==> config.mk <==
export PLATFORM = sky130hd
export DESIGN_NAME = decode_execute_seq
export DESIGN_NICKNAME = d
export VERILOG_FILES = /design/src/rtl/decode_execute_seq.sv
export SDC_FILE = /design/constraint.sdc
export NUM_CORES = 1
export LEC_CHECK = 0
export CORE_MARGIN = 2
export CORE_UTILIZATION = 45
export CTS_BUF_LIST = sky130_fd_sc_hd__clkbuf_8
export DETAILED_ROUTE_END_ITERATION = 8
export MAX_ROUTING_LAYER = met4
export PLACE_DENSITY_LB_ADDON = 0.05
export SYNTH_ARGS = -nofsm -noshare
export SYNTH_HDL_FRONTEND = slang
export SYNTH_SLANG_ARGS = --single-unit
==> constraint.sdc <==
create_clock -name clk -period 5.1 [get_ports clk]
set_clock_uncertainty 0.2 [all_clocks]
set_input_delay 0.765 -clock clk [delete_from_list [all_inputs] [get_ports clk]]
set_output_delay 0.765 -clock clk [all_outputs]
set_load 0.01 [all_outputs]
==> src/rtl/decode_execute_seq.sv <==
// Clocked decode-and-execute unit: register file, single-cycle ALU ops,
// iterative shift-add MUL, and a registered valid/ready result port.
module decode_execute_seq #(
  parameter int unsigned WIDTH  = 8,
  parameter int unsigned REG_AW = 3
) (
  input  logic              clk,
  input  logic              rst,
  input  logic              in_valid,
  output logic              in_ready,
  input  logic [3:0]        in_op,
  input  logic [REG_AW-1:0] in_rd,
  input  logic [REG_AW-1:0] in_rs,
  input  logic [REG_AW-1:0] in_rt,
  input  logic [WIDTH-1:0]  in_imm,
  output logic              out_valid,
  input  logic              out_ready,
  output logic [WIDTH-1:0]  out_data,
  output logic [REG_AW-1:0] out_rd,
  output logic              out_carry,
  output logic              out_zero,
  output logic              out_err,
  output logic              busy
);

  localparam int unsigned NumRegs = 2 ** REG_AW;
  localparam int unsigned CntW    = $clog2(WIDTH);

  localparam logic [3:0] OpAdd = 4'd0;
  localparam logic [3:0] OpSub = 4'd1;
  localparam logic [3:0] OpAnd = 4'd2;
  localparam logic [3:0] OpOr  = 4'd3;
  localparam logic [3:0] OpRol = 4'd4;
  localparam logic [3:0] OpSra = 4'd5;
  localparam logic [3:0] OpEq  = 4'd6;
  localparam logic [3:0] OpGt  = 4'd7;
  localparam logic [3:0] OpLdi = 4'd8;
  localparam logic [3:0] OpMul = 4'd9;

  typedef enum logic [0:0] {StIdle, StMul} state_e;

  state_e              state_q;
  logic [WIDTH-1:0]    regs_q [NumRegs];
  logic [2*WIDTH-1:0]  mcand_q, acc_q, acc_d;
  logic [WIDTH-1:0]    mplier_q;
  logic [CntW-1:0]     cnt_q;
  logic [REG_AW-1:0]   rd_q;
  logic                out_valid_q, out_carry_q, out_zero_q, out_err_q, busy_q;
  logic [WIDTH-1:0]    out_data_q;
  logic [REG_AW-1:0]   out_rd_q;

  logic                accept, mul_last;
  logic [WIDTH-1:0]    opa, opb;
  logic [WIDTH:0]      add_w, sub_w;
  logic [WIDTH-1:0]    alu_data;
  logic                alu_carry, alu_err, alu_wr;

  assign in_ready = (state_q == StIdle) && (!out_valid_q || out_ready);
  assign accept   = in_valid && in_ready;
  assign opa      = regs_q[in_rs];
  assign opb      = regs_q[in_rt];
  assign add_w    = {1'b0, opa} + {1'b0, opb};
  // Two's-complement subtract; carry-out of 1 means no borrow.
  assign sub_w    = {1'b0, opa} + {1'b0, ~opb} + {{WIDTH{1'b0}}, 1'b1};
  // Partial product including the current multiplier bit.
  assign acc_d    = acc_q + (mplier_q[0] ? mcand_q : '0);
  assign mul_last = (cnt_q == CntW'(WIDTH - 1));

  assign out_valid = out_valid_q;
  assign out_data  = out_data_q;
  assign out_rd    = out_rd_q;
  assign out_carry = out_carry_q;
  assign out_zero  = out_zero_q;
  assign out_err   = out_err_q;
  assign busy      = busy_q;

  // Decode the opcode and compute the single-cycle result and flags.
  always_comb begin
    alu_data  = '0;
    alu_carry = 1'b0;
    alu_err   = 1'b0;
    alu_wr    = 1'b1;
    unique case (in_op)
      OpAdd: {alu_carry, alu_data} = add_w;
      OpSub: {alu_carry, alu_data} = sub_w;
      OpAnd: alu_data = opa & opb;
      OpOr:  alu_data = opa | opb;
      OpRol: alu_data = {opa[WIDTH-2:0], opa[WIDTH-1]};
      OpSra: alu_data = {opb[WIDTH-1], opb[WIDTH-1:1]};
      OpEq:  alu_data = {{(WIDTH-1){1'b0}}, opa == opb};
      OpGt:  alu_data = {{(WIDTH-1){1'b0}}, opa > opb};
      OpLdi: alu_data = in_imm;
      OpMul: alu_wr   = 1'b0;
      default: begin
        alu_err = 1'b1;
        alu_wr  = 1'b0;
      end
    endcase
  end

  // Control FSM, register file, multiplier datapath and output register.
  always_ff @(posedge clk or posedge rst) begin
    if (rst) begin
      state_q     <= StIdle;
      for (int i = 0; i < NumRegs; i++) regs_q[i] <= '0;
      mcand_q     <= '0;
      acc_q       <= '0;
      mplier_q    <= '0;
      cnt_q       <= '0;
      rd_q        <= '0;
      out_valid_q <= 1'b0;
      out_data_q  <= '0;
      out_rd_q    <= '0;
      out_carry_q <= 1'b0;
      out_zero_q  <= 1'b0;
      out_err_q   <= 1'b0;
      busy_q      <= 1'b0;
    end else begin
      unique case (state_q)
        StIdle: begin
          if (accept && in_op == OpMul) begin
            // Operands latched here, so rd may alias rs or rt.
            mcand_q     <= {{WIDTH{1'b0}}, opa};
            mplier_q    <= opb;
            acc_q       <= '0;
            cnt_q       <= '0;
            rd_q        <= in_rd;
            out_valid_q <= 1'b0;
            busy_q      <= 1'b1;
            state_q     <= StMul;
          end else if (accept) begin
            if (alu_wr) regs_q[in_rd] <= alu_data;
            out_data_q  <= alu_data;
            out_rd_q    <= in_rd;
            out_carry_q <= alu_carry;
            out_zero_q  <= (alu_data == '0);
            out_err_q   <= alu_err;
            out_valid_q <= 1'b1;
          end else if (out_ready) begin
            out_valid_q <= 1'b0;
          end
        end
        StMul: begin
          acc_q    <= acc_d;
          mcand_q  <= mcand_q << 1;
          mplier_q <= mplier_q >> 1;
          cnt_q    <= cnt_q + CntW'(1);
          if (mul_last) begin
            regs_q[rd_q] <= acc_d[WIDTH-1:0];
            out_data_q   <= acc_d[WIDTH-1:0];
            out_rd_q     <= rd_q;
            out_carry_q  <= (acc_d[2*WIDTH-1:WIDTH] != '0);
            out_zero_q   <= (acc_d[WIDTH-1:0] == '0);
            out_err_q    <= 1'b0;
            out_valid_q  <= 1'b1;
            busy_q       <= 1'b0;
            state_q      <= StIdle;
          end
        end
        default: state_q <= StIdle;
      endcase
    end
  end

endmodule

==> Yosys cells after proc, flatten, opt, wreduce, memory -nomap -nowiden <==
Cells that the tools add are included.
{ "totals": {"reg_bits": 127, "inputBits": 25, "wordCells": 136} }
{ "op_classes": {"eq_ne": 17, "mux": 60, "reduce_logical": 18, "order_cmp": 7, "bitwise_logic": 8, "add_sub_neg": 5} }
{ "ops": {"columns": ["op", "count"], "rows": [
  ["64-bit 2-to-1 mux", 4],
  ["64-bit bitwise mux", 2],
  ["64-bit case mux with 2 select lines", 1],
  ["8-bit 2-to-1 mux", 10],
  ["8-bit case mux with 9 select lines", 1],
  ["16-bit case mux with 2 select lines", 2],
  ["8-bit binary-select mux with 3-bit select", 2],
  ["8-bit demux with 3-bit select", 2],
  ["16-bit 2-to-1 mux", 3],
  ["8-bit case mux with 2 select lines", 2],
  ["8-bit by 8-bit adder with 9-bit output", 2],
  ["1-bit 2-to-1 mux", 18],
  ["16-bit adder", 1],
  ["4-bit by 3-bit == test with 1-bit output (second input constant)", 4],
  ["4-bit greater-or-equal comparator (second input constant)", 4],
  ["8-bit logical NOT", 2],
  ["3-bit inverter with 4-bit output", 4],
  ["1-bit case mux with 2 select lines", 7],
  ["3-bit 2-to-1 mux", 4],
  ["3-bit case mux with 2 select lines", 2],
  ["10-bit OR reduction", 1],
  ["9-bit by 1-bit adder with 9-bit output (second input constant)", 1],
  ["9-bit OR reduction", 1],
  ["8-bit bitwise AND", 1],
  ["22 further kinds", 34]
]} }

==> Longest topological paths before layout <==
Gate-level depths: netlist of the first run.
{ "depth": {"ltp_word": 13, "mapped_depth": 15} }

==> Worst setup path before layout of the first run <==
OpenSTA, ideal clock, no wires.
{ "synth_path": {"kind": "input -> register", "startpoint": "in in_rs[0]", "endpoint": "reg out_carry_q, in the netlist out_carry", "setup_ps": 127, "path_slack_ps": 741, "cell_stages": 14, "arrival_ps": 4032, "path_cell_list": "buf_6 > buf_6 > mux4_2 > mux2i_1 > inv_1 > ha_1 > fa_1 > a211oi_1 > o21ai_0 > a31oi_1 > o311ai_1 > or4_1 > nor4_2 > a21oi_1"} }
{ "synth_between": {"elab_chain_cells": 10} }
{ "synth_lines": {"columns": ["item", "line_no", "rtl"], "rows": [
  ["start, declared", "13", "input logic [REG_AW-1:0] in_rs,"],
  ["3-bit inverter with 4-bit output (implied by the code) (*)", "60", "assign opa = regs_q[in_rs];"],
  ["8-bit binary-select mux with 3-bit select (*)", "60", null],
  ["8-bit 2-to-1 mux (implied by the code) (*) (2 in series)", "60", null],
  ["8-bit by 8-bit adder with 9-bit output", "64", "assign sub_w = {1'b0, opa} + {1'b0, ~opb} + {{WIDTH{1'b0}}, 1'b1};"],
  ["9-bit by 1-bit adder with 9-bit output", "64", null],
  ["1-bit case mux with 2 select lines (*)", "83", "unique case (in_op)"],
  ["1-bit 2-to-1 mux (*)", "131", "end else if (accept) begin"],
  ["1-bit 2-to-1 mux (*)", "121", "if (accept && in_op == OpMul) begin"],
  ["1-bit case mux with 2 select lines (*)", "119", "unique case (state_q)"],
  ["end signal, assigned", "135", "out_carry_q <= alu_carry;"],
  ["end signal, assigned", "152", "out_carry_q <= (acc_d[2*WIDTH-1:WIDTH] != '0);"],
  ["end, declared", "48", "logic out_valid_q, out_carry_q, out_zero_q, out_err_q, busy_q;"]
]} }
Every way passes the cells marked *; elsewhere a longest branch is shown, timed or not. The select of a mux whose other input is x is not followed.
A chain may end at the register's enable or synchronous reset.

==> Final worst setup path of the first run <==
Same ends and word-level chain as after synthesis.

==> results_dict.tcl, run 1 <==
set metrics [dict create \
    layout-drive-gt1-share 0.1494 \
    diodes 0 \
    grt_start_max_net_pins 66 \
    crit_path_start_kind "input port" \
    worst_pin_slew_ps 898.3 \
    cts.sink_count 127 \
    min_path_cells 2 \
    r2r_cells 12 \
    hold_class "flop to flop" \
    die_y_um 145.6 \
    cts_tree "yes" \
    portBuffers 41 \
    clk_path_buf_depth 2 \
    finalCritPeriodShare 0.9259 \
    ys_seq_area_frac 0.3524 \
    clock.fmax_ghz 0.2118 \
    antenna_left 0 \
    fillers 1805 \
    yosysWarnings 0 \
    nets 1060 \
    gp_congestion 0.9413 \
    grt_usage 0.2977 \
    dieArea_mm2 0.02119 \
    syn_to_final_growth_pct 14.00 \
    post_cts_buffers 0 \
    synth_edf_count 0 \
    worstSkewPairLatency_ps 460 \
    rsz0062_at_grt "false" \
    cp.depth 13 \
    syn_area_per_cell_um2 9.583 \
    crit_required_ps 5240 \
    hold_viol 0 \
    placedInstanceArea_mm2 0.009877 \
    drv_cap 0 \
    cpPeakStageDelay_ps 640 \
    drtIter0Drc 837 \
    arrival_ps 4860 \
    root_buffer "clkbuf_8" \
    final_core_util 0.5247 \
    clkTransAtPathRegs_ps 90 \
    dr.pass1.iters 8 \
    netlist_instances 941 \
    grt_pass1_vias 8053 \
    grt_antenna_before_repair 0 \
    drt-total-wl_um 30390 \
    vias 8190 \
    core_mm2 0.01959 \
    syn_area_mm2 0.009017 \
    cts_buffers 17 \
    floorplan.initialDensity 0.4603 \
    crit_type "input port to flop" \
    drc 0 \
    pwr_density_cell_mw_per_mm2 596.9 \
    grt_overflow 0 \
    ir_worst_vdd_v 0.0002495 \
    crit_buf_inv 2 \
    synth.net_count 1010 \
    whs_ps 290.9 \
    ys.flop_type "dfrtp_1" \
    cp_max_fo 5 \
    row_count 51 \
    report.final.slew_viol_count 0 \
    via_per_inst 6.454 \
    async_reset_ff_frac 1.000 \
    setup_ws_ps 377.8 \
    worst_path_max_delay_cell "clkdlybuf4s50_1" \
    grt_pass1_wl_um 47220 \
    power_leakage_nw 4.318 \
    dp_worst_setup_slack_ps -153.8 \
    critical_path.top_delay_family "compound AO/OA/AOI/OAI gates" \
    setup_viol 0 \
    synth-seq-cells 127 \
    dpl.hpwl_um 22870 \
    htree_levels 4 \
    synth_cell_types 84 \
    path_cells "clkdlybuf4s50_1, mux4_2, mux2i_2, inv_1, ha_1, fa_1, a211oi_1, o21ai_0, a31oi_1, o311ai_1, or4_1, nor4_2, a21oi_1" \
    routedWlPerCell_um 23.95 \
    outcome "complete, no violations" \
    finish.instance_area_mm2 0.01028 \
    io_pins 42 \
    finalCriticalPeriod_ps 4722 \
    slew_headroom 0.3968 \
    cp-end-kind "flop" \
    die-width_um 145.6 \
]
metal layers:
metal,vias to the layer above,track usage,part of all wire
met3,47,0.04483,0.065
met2,345,0.4671,0.47
met5,-,-,0
met1,4131,0.4011,0.44
li1,3667,-,-
met4,0,0.09216,0.026
final timing paths:
check,start,endpoint,slack [ps]
min reg2reg,mplier_q[2]$_DFFE_PP0N_,mplier_q[1]$_DFFE_PP0N_,290
max,in_rs[0],out_carry$_DFFE_PP0P_,380
min,mplier_q[2]$_DFFE_PP0N_,mplier_q[1]$_DFFE_PP0N_,290
max reg2reg,regs_q[40]$_DFFE_PP0P_,out_carry$_DFFE_PP0P_,930
max in group asynchronous,rst,regs_q[21]$_DFFE_PP0P_,3040
min in group asynchronous,rst,out_data[3]$_DFFE_PP0P_,630
power breakdown:
part / internal (mW) / leakage [nW] / switching, mW
clock: 0.370 / 0.199 / 0.522
sequential: 1.43 / 1.63 / 0.475
combinational: 1.42 / 2.49 / 1.92
total: 3.22 / 4.32 / 2.91
timing repair:
item	in CTS	in global routing
hold buffers	0	0
setup endpoints to repair	0	1
resized for setup	0	1
cell type report:
cell class	instances	area, µm²	share of cell area
inverter	35	133.9	0.01302
timing repair buffer	93	813.3	0.07911
sequential	127	3179	0.3093
clock buffer	17	234.0	0.02276
clock inverter	15	165.2	0.01607
multi-input combinational	717	5423	0.5275
tap	265	331.6	0.03225
flip-flops by register name, summed over array words and instances, names as in the netlist, 3 cells and up:
name	flops
regs_q	64
acc_q	16
mcand_q	16
mplier_q	8
out_data	8
cnt_q	3
out_rd	3
rd_q	3
cell families after synthesis:
group | Yosys count | share of synthesized area
AOI/OAI and AO/OA | 320 | 0.2538
and+or+nand+nor | 289 | 0.1610
DFF | 127 | 0.3524
buffers and inverters | 97 | 0.04662
muxes | 52 | 0.1110
adders and majority gates | 44 | 0.06355
xor gates and xnor gates | 12 | 0.01166
worst min-delay path: stages (launching register included):
cell and delay, ps:
dfrtp_1 350, nand2_1 50, o221ai_1 60
metrics by stage:
step	power (mW)	cells	setup TNS, ps
final	6.136	1269	0
after global routing	6.514	1269	0
after CTS	6.091	1269	0
after detailed placement	5.189	1237	-153.8
after global placement	5.131	1237	-53.75
after floorplan	3.874	941	0
Yosys cell counts, types with 7 or more instances:
library cell  instances  area [µm²]
mux2i_1              10       100.1
clkbuf_1             33       123.9
nand3_1              12       60.06
o22ai_1              21       131.4
o211ai_1              7       52.55
ha_1                 41       513.0
o221ai_1             30       262.8
dfrtp_1             127        3178
a31oi_1              11       68.82
xnor2_1               8       70.07
o21ai_1              21       105.1
nand2b_1             11       68.82
o31ai_1               8       60.06
nor3_1               14       70.07
a22oi_1              14       105.1
nor2_1               55       206.5
a22o_1               19       166.4
o21a_1               28       210.2
buf_2                18       90.09
inv_1                35       131.4
a21o_1                8       60.06
o22a_1               10       87.58
o32a_1               10       100.1
nand2_1             111       416.7
o21ai_0              42       210.2
mux4_2               27       608.1
and2_1               20       125.1
a21oi_1              42       210.2
placed cells by master (no fill, tap or decap), types with 7 or more instances in the layout:
cell / instances
nand2b_1: 11
o21ai_1: 21
mux4_2: 27
o22ai_1: 21
mux2i_2: 7
a22oi_1: 14
o211ai_1: 7
dfrtp_1: 126
buf_4: 51
ha_1: 41
xnor2_1: 8
nand3_1: 12
inv_1: 34
a22o_1: 19
nor2_1: 55
nor3_1: 14
o21a_1: 28
nand2_1: 111
and2_1: 20
a21oi_1: 42
o221ai_1: 30
a21o_1: 8
clkdlybuf4s50_1: 41
o22a_1: 10
o31ai_1: 8
o21ai_0: 42
a31oi_1: 11
clkbuf_8: 17
mux2i_1: 9
o32a_1: 10
No activity file was read; power rests on OpenSTA's default activity.
==> run 2, diff against run 1 <==
--- a/config.mk
+++ b/config.mk
@@ -5,7 +5,6 @@
 export SDC_FILE = /design/constraint.sdc
 export NUM_CORES = 1
 export LEC_CHECK = 0
-export CORE_MARGIN = 2
 export CORE_UTILIZATION = 45
 export CTS_BUF_LIST = sky130_fd_sc_hd__clkbuf_8
 export DETAILED_ROUTE_END_ITERATION = 8
==> results_dict.tcl, run 2 (same netlist as run 1, synthesis figures left out) <==
set metrics [dict create \
    outcome "complete, no violations" \
    drtIter0Drc 702 \
    report.final.slew_viol_count 0 \
    grt_start_max_net_pins 94 \
    clkTransAtPathRegs_ps 90 \
    worst_pin_slew_ps 969.9 \
    crit_required_ps 5240 \
    htree_levels 4 \
    core_mm2 0.01953 \
    met2_usage 0.4670 \
    p_sw_mw 2.807 \
    grt_use_met1 0.4193 \
    grt_overflow 0 \
    finalCritPeriodShare 0.9243 \
    grt_pass1_vias 7855 \
    hold_viol 0 \
    routedWlPerCell_um 23.39 \
    final_cell_mix "126 x dfrtp_1, 111 x nand2_1, 55 x nor2_1" \
    gp_congestion 0.9428 \
    cts.sink_count 127 \
    hold_class "flop to flop" \
    drc 0 \
    p_int_mw 3.250 \
    arrival_ps 4850 \
    r2r_slack_ps 970 \
    io_pins 42 \
    layout_commonest_cell "dfrtp_1" \
    grt.busiest_layer "met2" \
    power_leakage_nw 4.284 \
    drt-total-wl_um 29520 \
    finalCriticalPeriod_ps 4714 \
    post_cts_buffers 0 \
    diodes 0 \
    grt_usage 0.3090 \
    row_count 51 \
    via_per_inst 6.383 \
    fin_cells 1262 \
    root_buffer "clkbuf_8" \
    cp-end-kind "flop" \
    die-width_um 143.6 \
    pwr-share-clk 0.151 \
    placed_cells_incl_taps 1230 \
    floorplan.initialDensity 0.4618 \
    setup_viol 0 \
    vias 8055 \
    use_met3 0.04199 \
    slew_headroom 0.3534 \
    regMostFlops "regs_q" \
    portBuffers 41 \
    nets 1053 \
    clock.fmax_ghz 0.2121 \
    rsz0062_at_grt "false" \
    dieArea_mm2 0.02061 \
    cts_tree "yes" \
    cp_max_fo 10 \
    seqPwrFrac 0.311 \
    layout-drive-gt1-share 0.1414 \
    syn_to_final_growth_pct 13.43 \
    drv_cap 0 \
    antenna_left 0 \
    crit_type "input port to flop" \
    die_y_um 143.6 \
    pwr_density_cell_mw_per_mm2 592.1 \
    cts-hold-fix-buffers 0 \
    grt_pass1_wl_um 45930 \
    dpl.hpwl_um 22030 \
    cts_repair_resize_count 0 \
    largest_reg_flops 64 \
    ir_worst_vdd_v 0.0002966 \
    reg_top3 "regs_q (64), acc_q (16), mcand_q (16)" \
    power_mw 6.056 \
    grt_antenna_before_repair 0 \
    p_sw_frac 0.4634 \
    dr.pass1.iters 6 \
    comb_power_share 0.538 \
    cts_buffers 17 \
    clk_path_buf_depth 2 \
    crit_path_start_kind "input port" \
    worstSkewPairLatency_ps 450 \
]
==> run 2: worst paths after layout <==
kind	startpoint	end	depth (start not counted)
worst min-delay path	cnt_q[0]$_DFFE_PP0N_	cnt_q[0]$_DFFE_PP0N_	1
max in group asynchronous	rst	regs_q[7]$_DFFE_PP0P_	3
worst max-delay path	in_rs[2]	regs_q[22]$_DFFE_PP0P_	14
worst min register to register	cnt_q[0]$_DFFE_PP0N_	cnt_q[0]$_DFFE_PP0N_	1
worst max register to register	regs_q[8]$_DFFE_PP0P_	out_carry$_DFFE_PP0P_	12
min in group asynchronous	rst	out_data[7]$_DFFE_PP0P_	2
==> run 2: layout make-up <==
type | count | area, µm²
inverter | 35 | 133.9
tap | 265 | 331.6
timing repair buffer | 86 | 760.7
clock inverter | 14 | 156.4
sequential | 127 | 3179
multi-input combinational | 717 | 5419
clock buffer | 18 | 247.7
fill | 1800 | 9298
==> run 2: critical path: stages <==
cell and delay, ps:
clkdlybuf4s50_1 720, buf_4 200, buf_4 170, mux4_2 290
mux2i_1 310, buf_4 210, ha_1 340, nor3b_1 330
nor3_1 140, o31ai_1 330, o221ai_1 250, a21oi_4 420
o22ai_1 160, a22o_1 210
==> run 2: per-stage QoR <==
stage	worst slack, ps	util	setup TNS, ps	hold slack (ps)	area, µm²
global route	223.2	0.5238	0	320.5	10230
global placement	35.61	0.5031	0	265.7	9824
finish	385.8	0.5238	0	282.3	10230
detailed placement	-34.97	0.5031	-34.97	276.2	9824
CTS	455.2	0.5238	0	288.7	10230
floorplan	741.5	-	0	253.6	9017
==> run 2: power by group through the flow <==
stage	sequential (mW)	combinational (mW)	clock, mW
final	1.88	3.26	0.916
after global routing	1.93	3.55	0.965
after CTS	1.86	3.22	0.926
after detailed placement	1.87	3.20	0
after global placement	1.86	3.18	0
after floorplan	1.68	2.19	0
==> run 2: metal layers <==
layer,part of all wire,wire length [µm]
met2,0.45,13190
met1,0.46,13430
met4,0.039,1162
met3,0.059,1730
met5,0,0
==> run 3, diff against run 2 <==
--- a/config.mk
+++ b/config.mk
@@ -13,3 +13,4 @@
 export SYNTH_ARGS = -nofsm -noshare
 export SYNTH_HDL_FRONTEND = slang
 export SYNTH_SLANG_ARGS = --single-unit
+export TNS_END_PERCENT = 5
==> results of run 3 <==
The final DEF is identical to that of run 2; final timing and power are the same.
